## config.mk

```make
export PLATFORM = sky130hd
export DESIGN_NAME = beta_mc_control
export DESIGN_NICKNAME = d
export VERILOG_FILES = /design/src/rtl/beta_mc_control.sv
export SDC_FILE = /design/constraint.sdc
export NUM_CORES = 1
export LEC_CHECK = 0
export CAP_MARGIN = 20
export CORE_ASPECT_RATIO = 2
export CORE_MARGIN = 5
export CORE_UTILIZATION = 35
export DETAILED_ROUTE_END_ITERATION = 12
export PLACE_DENSITY_LB_ADDON = 0.12
export SLEW_MARGIN = 20
export SYNTH_ARGS = -nofsm -noshare
export SYNTH_HDL_FRONTEND = slang
export SYNTH_SLANG_ARGS = --single-unit
```

## constraint.sdc

```tcl
create_clock -name CLK -period 2.2 [get_ports CLK]
set_input_delay 0.44 -clock CLK [delete_from_list [all_inputs] [get_ports CLK]]
set_output_delay 0.44 -clock CLK [all_outputs]
set_load 0.01 [all_outputs]
```

## src/rtl/beta_mc_control.sv

```systemverilog
// -----------------------------------------------------------------------------
// beta_mc_control
// Multi-cycle control unit for a Beta-style processor. A five-state FSM
// (FETCH, DECODE, EXEC, MEM, WB) sequences one instruction at a time. It
// latches the opcode during FETCH, checks for traps in DECODE, and drives the
// datapath selects and strobes from the latched opcode class.
//
// Ports
//   CLK, RESET        clock, synchronous active-high reset
//   IMEM_OP[5:0]      instruction bits [31:26]
//   MEM_RDY           memory handshake; completes the current access
//   Z                 register-file RD1==0 flag (sampled in EXEC)
//   IRQ, SUPER        level interrupt request, supervisor mode (PC[31])
//   PCSEL..ALU_OP     datapath selects
//   WERF, MOE, MWR    register-file write, memory read enable, memory write
//   IR_LOAD, PC_LOAD  instruction-register / PC load strobes
//   BUSY              high whenever the FSM is not in FETCH
//   DBG_STATE[2:0]    current FSM state (debug observation only)
//
// Handshake: a memory access (FETCH read, MEM read/write) is held with its
// strobe asserted on every cycle until a cycle in which MEM_RDY=1. That cycle
// completes the access, and the FSM leaves the state on the next edge.
// -----------------------------------------------------------------------------
module beta_mc_control (
   input  logic       CLK,
   input  logic       RESET,
   input  logic [5:0] IMEM_OP,
   input  logic       MEM_RDY,
   input  logic       Z,
   input  logic       IRQ,
   input  logic       SUPER,
   output logic [2:0] PCSEL,
   output logic [1:0] WDSEL,
   output logic       RA2SEL,
   output logic       ASEL,
   output logic       BSEL,
   output logic       WASEL,
   output logic [3:0] ALU_OP,
   output logic       WERF,
   output logic       MOE,
   output logic       MWR,
   output logic       IR_LOAD,
   output logic       PC_LOAD,
   output logic       BUSY,
   output logic [2:0] DBG_STATE
);

   typedef enum logic [2:0] {
      S_FETCH  = 3'd0,
      S_DECODE = 3'd1,
      S_EXEC   = 3'd2,
      S_MEM    = 3'd3,
      S_WB     = 3'd4
   } state_t;

   state_t     r_state;
   state_t     w_next;
   logic [5:0] r_op;
   logic       r_z;
   logic       r_trap_irq;
   logic       r_trap_ill;
   logic       r_rst_q;

   // Opcode classification of the latched instruction
   logic w_is_ld, w_is_st, w_is_jmp, w_is_beq, w_is_bne, w_is_ldr;
   logic w_is_alu, w_is_aluc, w_is_mem, w_legal;
   logic w_irq_trap, w_ill_trap, w_quiet;

   assign w_is_ld   = (r_op == 6'h18);
   assign w_is_st   = (r_op == 6'h19);
   assign w_is_jmp  = (r_op == 6'h1B);
   assign w_is_beq  = (r_op == 6'h1C);
   assign w_is_bne  = (r_op == 6'h1D);
   assign w_is_ldr  = (r_op == 6'h1F);
   // 0x27/0x2F/0x37/0x3F are exactly the ALU-range codes with low bits 111
   assign w_is_alu  = (r_op[5:4] == 2'b10) && (r_op[2:0] != 3'b111);
   assign w_is_aluc = (r_op[5:4] == 2'b11) && (r_op[2:0] != 3'b111);
   assign w_is_mem  = w_is_ld | w_is_st | w_is_ldr;
   assign w_legal   = w_is_mem | w_is_jmp | w_is_beq | w_is_bne |
                      w_is_alu | w_is_aluc;

   assign w_irq_trap = IRQ & ~SUPER;
   assign w_ill_trap = ~w_irq_trap & ~w_legal;

   // Outputs stay silent during reset and for one cycle after it
   assign w_quiet   = RESET | r_rst_q;
   assign DBG_STATE = r_state;

   always_ff @(posedge CLK) begin
      if (RESET) begin
         r_state    <= S_FETCH;
         r_op       <= 6'h00;
         r_z        <= 1'b0;
         r_trap_irq <= 1'b0;
         r_trap_ill <= 1'b0;
         r_rst_q    <= 1'b1;
      end else begin
         r_rst_q <= 1'b0;
         r_state <= w_next;
         if (IR_LOAD) r_op <= IMEM_OP;
         if (r_state == S_EXEC) r_z <= Z;
         // Trap flags are refreshed every DECODE and consumed only in WB
         if (r_state == S_DECODE) begin
            r_trap_irq <= w_irq_trap;
            r_trap_ill <= w_ill_trap;
         end
      end
   end

   always_comb begin
      w_next = r_state;
      case (r_state)
         S_FETCH:  if (!r_rst_q && MEM_RDY) w_next = S_DECODE;
         S_DECODE: w_next = (w_irq_trap || w_ill_trap) ? S_WB : S_EXEC;
         S_EXEC:   w_next = w_is_mem ? S_MEM : S_WB;
         S_MEM:    if (MEM_RDY) w_next = S_WB;
         S_WB:     w_next = S_FETCH;
         default:  w_next = S_FETCH;
      endcase
   end

   always_comb begin
      PCSEL   = 3'b000;
      WDSEL   = 2'b00;
      RA2SEL  = 1'b0;
      ASEL    = 1'b0;
      BSEL    = 1'b0;
      WASEL   = 1'b0;
      ALU_OP  = 4'h0;
      WERF    = 1'b0;
      MOE     = 1'b0;
      MWR     = 1'b0;
      IR_LOAD = 1'b0;
      PC_LOAD = 1'b0;
      BUSY    = 1'b0;
      if (!w_quiet) begin
         if (r_state == S_FETCH) begin
            MOE     = 1'b1;
            IR_LOAD = MEM_RDY;
         end else begin
            BUSY = 1'b1;
            // Class selects, stable from DECODE through WB
            if (w_is_alu || w_is_aluc) begin
               WDSEL  = 2'b01;
               BSEL   = w_is_aluc;
               ALU_OP = r_op[3:0];
            end
            if (w_is_ld) begin
               WDSEL = 2'b10;
               BSEL  = 1'b1;
            end
            if (w_is_st) begin
               RA2SEL = 1'b1;
               BSEL   = 1'b1;
            end
            if (w_is_ldr) begin
               ASEL   = 1'b1;
               WDSEL  = 2'b10;
               ALU_OP = 4'hF;
            end
            if (w_is_jmp) PCSEL = 3'b010;
            // Branch outcome uses the Z captured in EXEC, so it is only
            // meaningful (and only driven) in WB
            if (r_state == S_WB && ((w_is_beq && r_z) || (w_is_bne && !r_z)))
               PCSEL = 3'b001;

            if (r_state == S_MEM) begin
               MOE = w_is_ld | w_is_ldr;
               MWR = w_is_st;
            end

            if (r_state == S_WB) begin
               PC_LOAD = 1'b1;
               WERF    = ~w_is_st;
               if (r_trap_irq || r_trap_ill) begin
                  PCSEL  = r_trap_irq ? 3'b100 : 3'b011;
                  WDSEL  = 2'b00;
                  RA2SEL = 1'b0;
                  ASEL   = 1'b0;
                  BSEL   = 1'b0;
                  ALU_OP = 4'h0;
                  WASEL  = 1'b1;
                  WERF   = 1'b1;
               end
            end
         end
      end
   end

endmodule

```

==> results by stage <==
Global route:
- For this run the aggregate overflow at the end of global routing stands at 0.
- The global-route wire length before repair is ~4800 um.
- For this run, the total global-route usage over all layers was measured as 0.160.
- The number of antenna violations at the first check in global routing is 0.
- Entering global routing, the biggest net connects 10 pins.
- The via count of the first global-routing pass is 1049.

Finish:
- The area growth from synthesis to layout is 56.5%.
- The most frequent standard cell in the layout excluding fill and tap cells is buf_4.
- The library cells used most frequently in the layout, excluding fill and tap cells, are buf_4, clkdlybuf4s50_1, nor2_1, dlygate4sd2_1, nand2_1.
- The proportion of layout cells with a drive suffix above 1 is 0.327.
- The final layout contains about 180 nets.
- The post-layout utilization of the core is 0.562.
- The number of non-filler instances in the completed layout is 200.
- Counting the fill cells in the layout gives about 250.
- The cell area after layout is between 1500 and 2000 um2.
- The number of antenna diodes in the final layout is 0.

STA:
- The setup skew after layout is ~0.004 ns.
- The number of max-slew violations in the final report is 0.
- The final hold slack is approximately 0.53 ns.
- The peak clock frequency supported by timing is around 470 MHz.
- The worst slew margin relative to its limit is 0.696.
- The worst path needs approximately 2.1 ns of the cycle, external delays included.
- Dividing the final minimum period by the clock period gives 0.969.
- Across all setup checks in the final design, the least slack found is approximately 0.067 ns.
- For the pin with the worst max-slew slack, the measured transition is between 0.4 and 0.5 ns.
- Setup repair after global routing left no endpoint under its margin.
- The number of setup violations in the final report is 0.
- The final hold violation count was 0.

Setup path:
- The arrival time at the worst endpoint is roughly 1.7 ns.
- STA classifies the critical path endpoint as an output port.
- The critical path starts at RESET.
- For the worst setup path, the data required time is between 1.5 and 2 ns.
- The startpoint of the worst register-to-register path is r_op[1].
- The worst setup path is launched from an input pin.
- The category of the critical setup timing path is in -> out.
- The peak fanout along the critical path is 5.

Hold path:
- The min-delay analysis places its worst path in the category reg -> reg.
- The worst hold path begins at r_z.

Route:
- The number of vias per cell is about 5.3.
- The first detailed-routing pass took 4 iterations.
- The post-detailed-routing wire length is about 3000 um.
- The number of DRC markers after the initial detailed-route iteration is 24.
- The final routed DRC violation total is 0.
- The number of vias after detailed routing is 1063.
- Dividing the detail-routed wire length by the instance count gives roughly 15 um.
- The number of routed nets with antenna violations is 0.

Floorplanning:
- The die outline height is roughly 85 um.
- The die width is around 47 um.
- The total area inside the core boundary comes to 2740 um2.
- In this run the core area contains 27 standard-cell rows.
- The initial core utilization is 0.359.
- The die covers 4030 um2.
- The top-level I/O count is 34.

Synth:
- The sequential cell area fraction in the yosys report is 0.265.
- The number of flip-flops and latches in the synthesized netlist is 13.
- Summed over all instances, the cell type with the most area after synthesis is dfxtp_1.
- In this run the mean area of a mapped cell was around 8.1 um2.
- After technology mapping, the gate count stands at roughly 120.
- The number of synthesis warnings is 0.
- After synthesis the cells add up to 983 um2.
- The fraction of post-synthesis cell area in the top cell type by area is 0.265.
- After synthesis, the cell types taking the most area are dfxtp_1, mux2i_1, nor2_1, nor2b_1, nand2_1.
- The commonest register cell after synthesis is dfxtp_1.
- Counting flops with an async set or reset pin after synthesis yields a share of 0.
- The netlist uses 46 different library cells.
- The number of synthesized flops with an enable pin is 0.
- When the netlist entered floorplanning its net count stood at 133.

Clock tree:
- The total number of H-tree levels is 1.
- The clock passes through at most 2 buffers.
- TritonCTS created 3 clock buffers.
- Post-CTS timing repair inserted 0 buffers for setup.
- The clock transition at the registers of the reported paths is 0.07 ns.
- The clock drives 13 sinks.
- The clock root buffer master is clkbuf_8.
- TritonCTS built the clock tree.
- The clock latency at the later pin of the worst-skew pair is around 0.25 ns.
- The number of hold buffers added after CTS was 0.

Placed design:
- Routability-driven placement finished with a final weighted congestion of just under 0.9.
- The placed instances occupy a cell area of 1450 um2.
- Detailed placement finished with a half-perimeter wire length of roughly 2400 um.
- The cell total after placement is 196.
- OpenSTA, run right after detailed placement, puts the worst setup slack at -0.401 ns.
- In this run the tool buffered the top-level ports with 33 buffer cells.

Status:
- The run finished with clean final reports.

Pwr:
- The leakage power is ~0.75 nW.
- In this run the power density over the cells is a little over 400 nW/um2.
- IR analysis of the VDD net gives a maximum drop of 0.000251 V.

Flow run:
- Max-cap violations in this run came to 0.
## power breakdown
group / switching (mW) / internal [mW]
sequential: 0.0117 / 0.245
clock: 0.107 / 0.126
combinational: 0.0630 / 0.0756
total: 0.182 / 0.446
## path summary, 6_finish.rpt
path         slack, ns            to  depth (start not counted)
max reg2reg       0.73  DBG_STATE[1]                          5
min               0.53           r_z                          2
max               0.07         WASEL                          5
min reg2reg       0.53           r_z                          2
## cells in the mapped netlist (2+ instances only)
master / number
a211oi_1: 2
a21oi_1: 6
a31oi_1: 2
buf_2: 3
buf_4: 2
buf_6: 2
dfxtp_1: 13
inv_1: 4
mux2i_1: 7
nand2_1: 9
nand2b_1: 5
nand3_1: 3
nand3_2: 2
nor2_1: 17
nor2b_1: 7
nor3_1: 2
nor3b_1: 4
o21ai_0: 3
## kinds of logic after synthesis
kind of cell / Yosys count / synth area share
DFF: 13 / 0.265
AOI/OAI and AO/OA: 26 / 0.211
buffers and inverters: 12 / 0.0725
muxes: 7 / 0.0712
and+or+nand+nor: 62 / 0.372
xor gates and xnor gates: 1 / 0.00891
## stage by stage
step,TNS (ns),power [mW]
3_5_place_dp,-5.25,0.394
2_1_floorplan,0,0.327
5_1_grt,0,0.656
6_report,0,0.628
3_3_place_gp,-4.75,0.393
4_1_cts,0,0.628
## registers in the layout (all words and copies together), names as in the netlist
register	count
r_op	6
DBG_STATE	3
r_rst_q	1
r_trap_ill	1
r_trap_irq	1
r_z	1
## layer usage
layer / vias up / wire length [um] / GRT usage
met5: - / 0 / 0
li1: 531 / - / -
met4: 0 / 74 / 0.0756
met2: 27 / 1670 / 0.280
met3: 7 / 140 / 0.0255
met1: 498 / 1110 / 0.173
## what timing repair did
action | 4_1_cts | 5_1_grt
setup endpoints to repair | 19 | 5
resized for setup | 31 | 6
pin swaps | 1 | 1
## critical path: stages
cell and delay (ns):
dlygate4sd2_1 0.30, nor2_4 0.16, nand3_2 0.14, nor2_1 0.12, clkdlybuf4s50_1 0.54
## layout make-up
cell class	instances	area [um2]	share of cell area
clock buffer	3	41.3	0.0268
sequential	13	268	0.174
timing repair buffer	54	472	0.307
multi-input combinational	96	702	0.456
inverter	4	15.0	0.00976
clock inverter	1	5.00	0.00325
tap	29	36.3	0.0236
(Power assumes the default switching activity.)
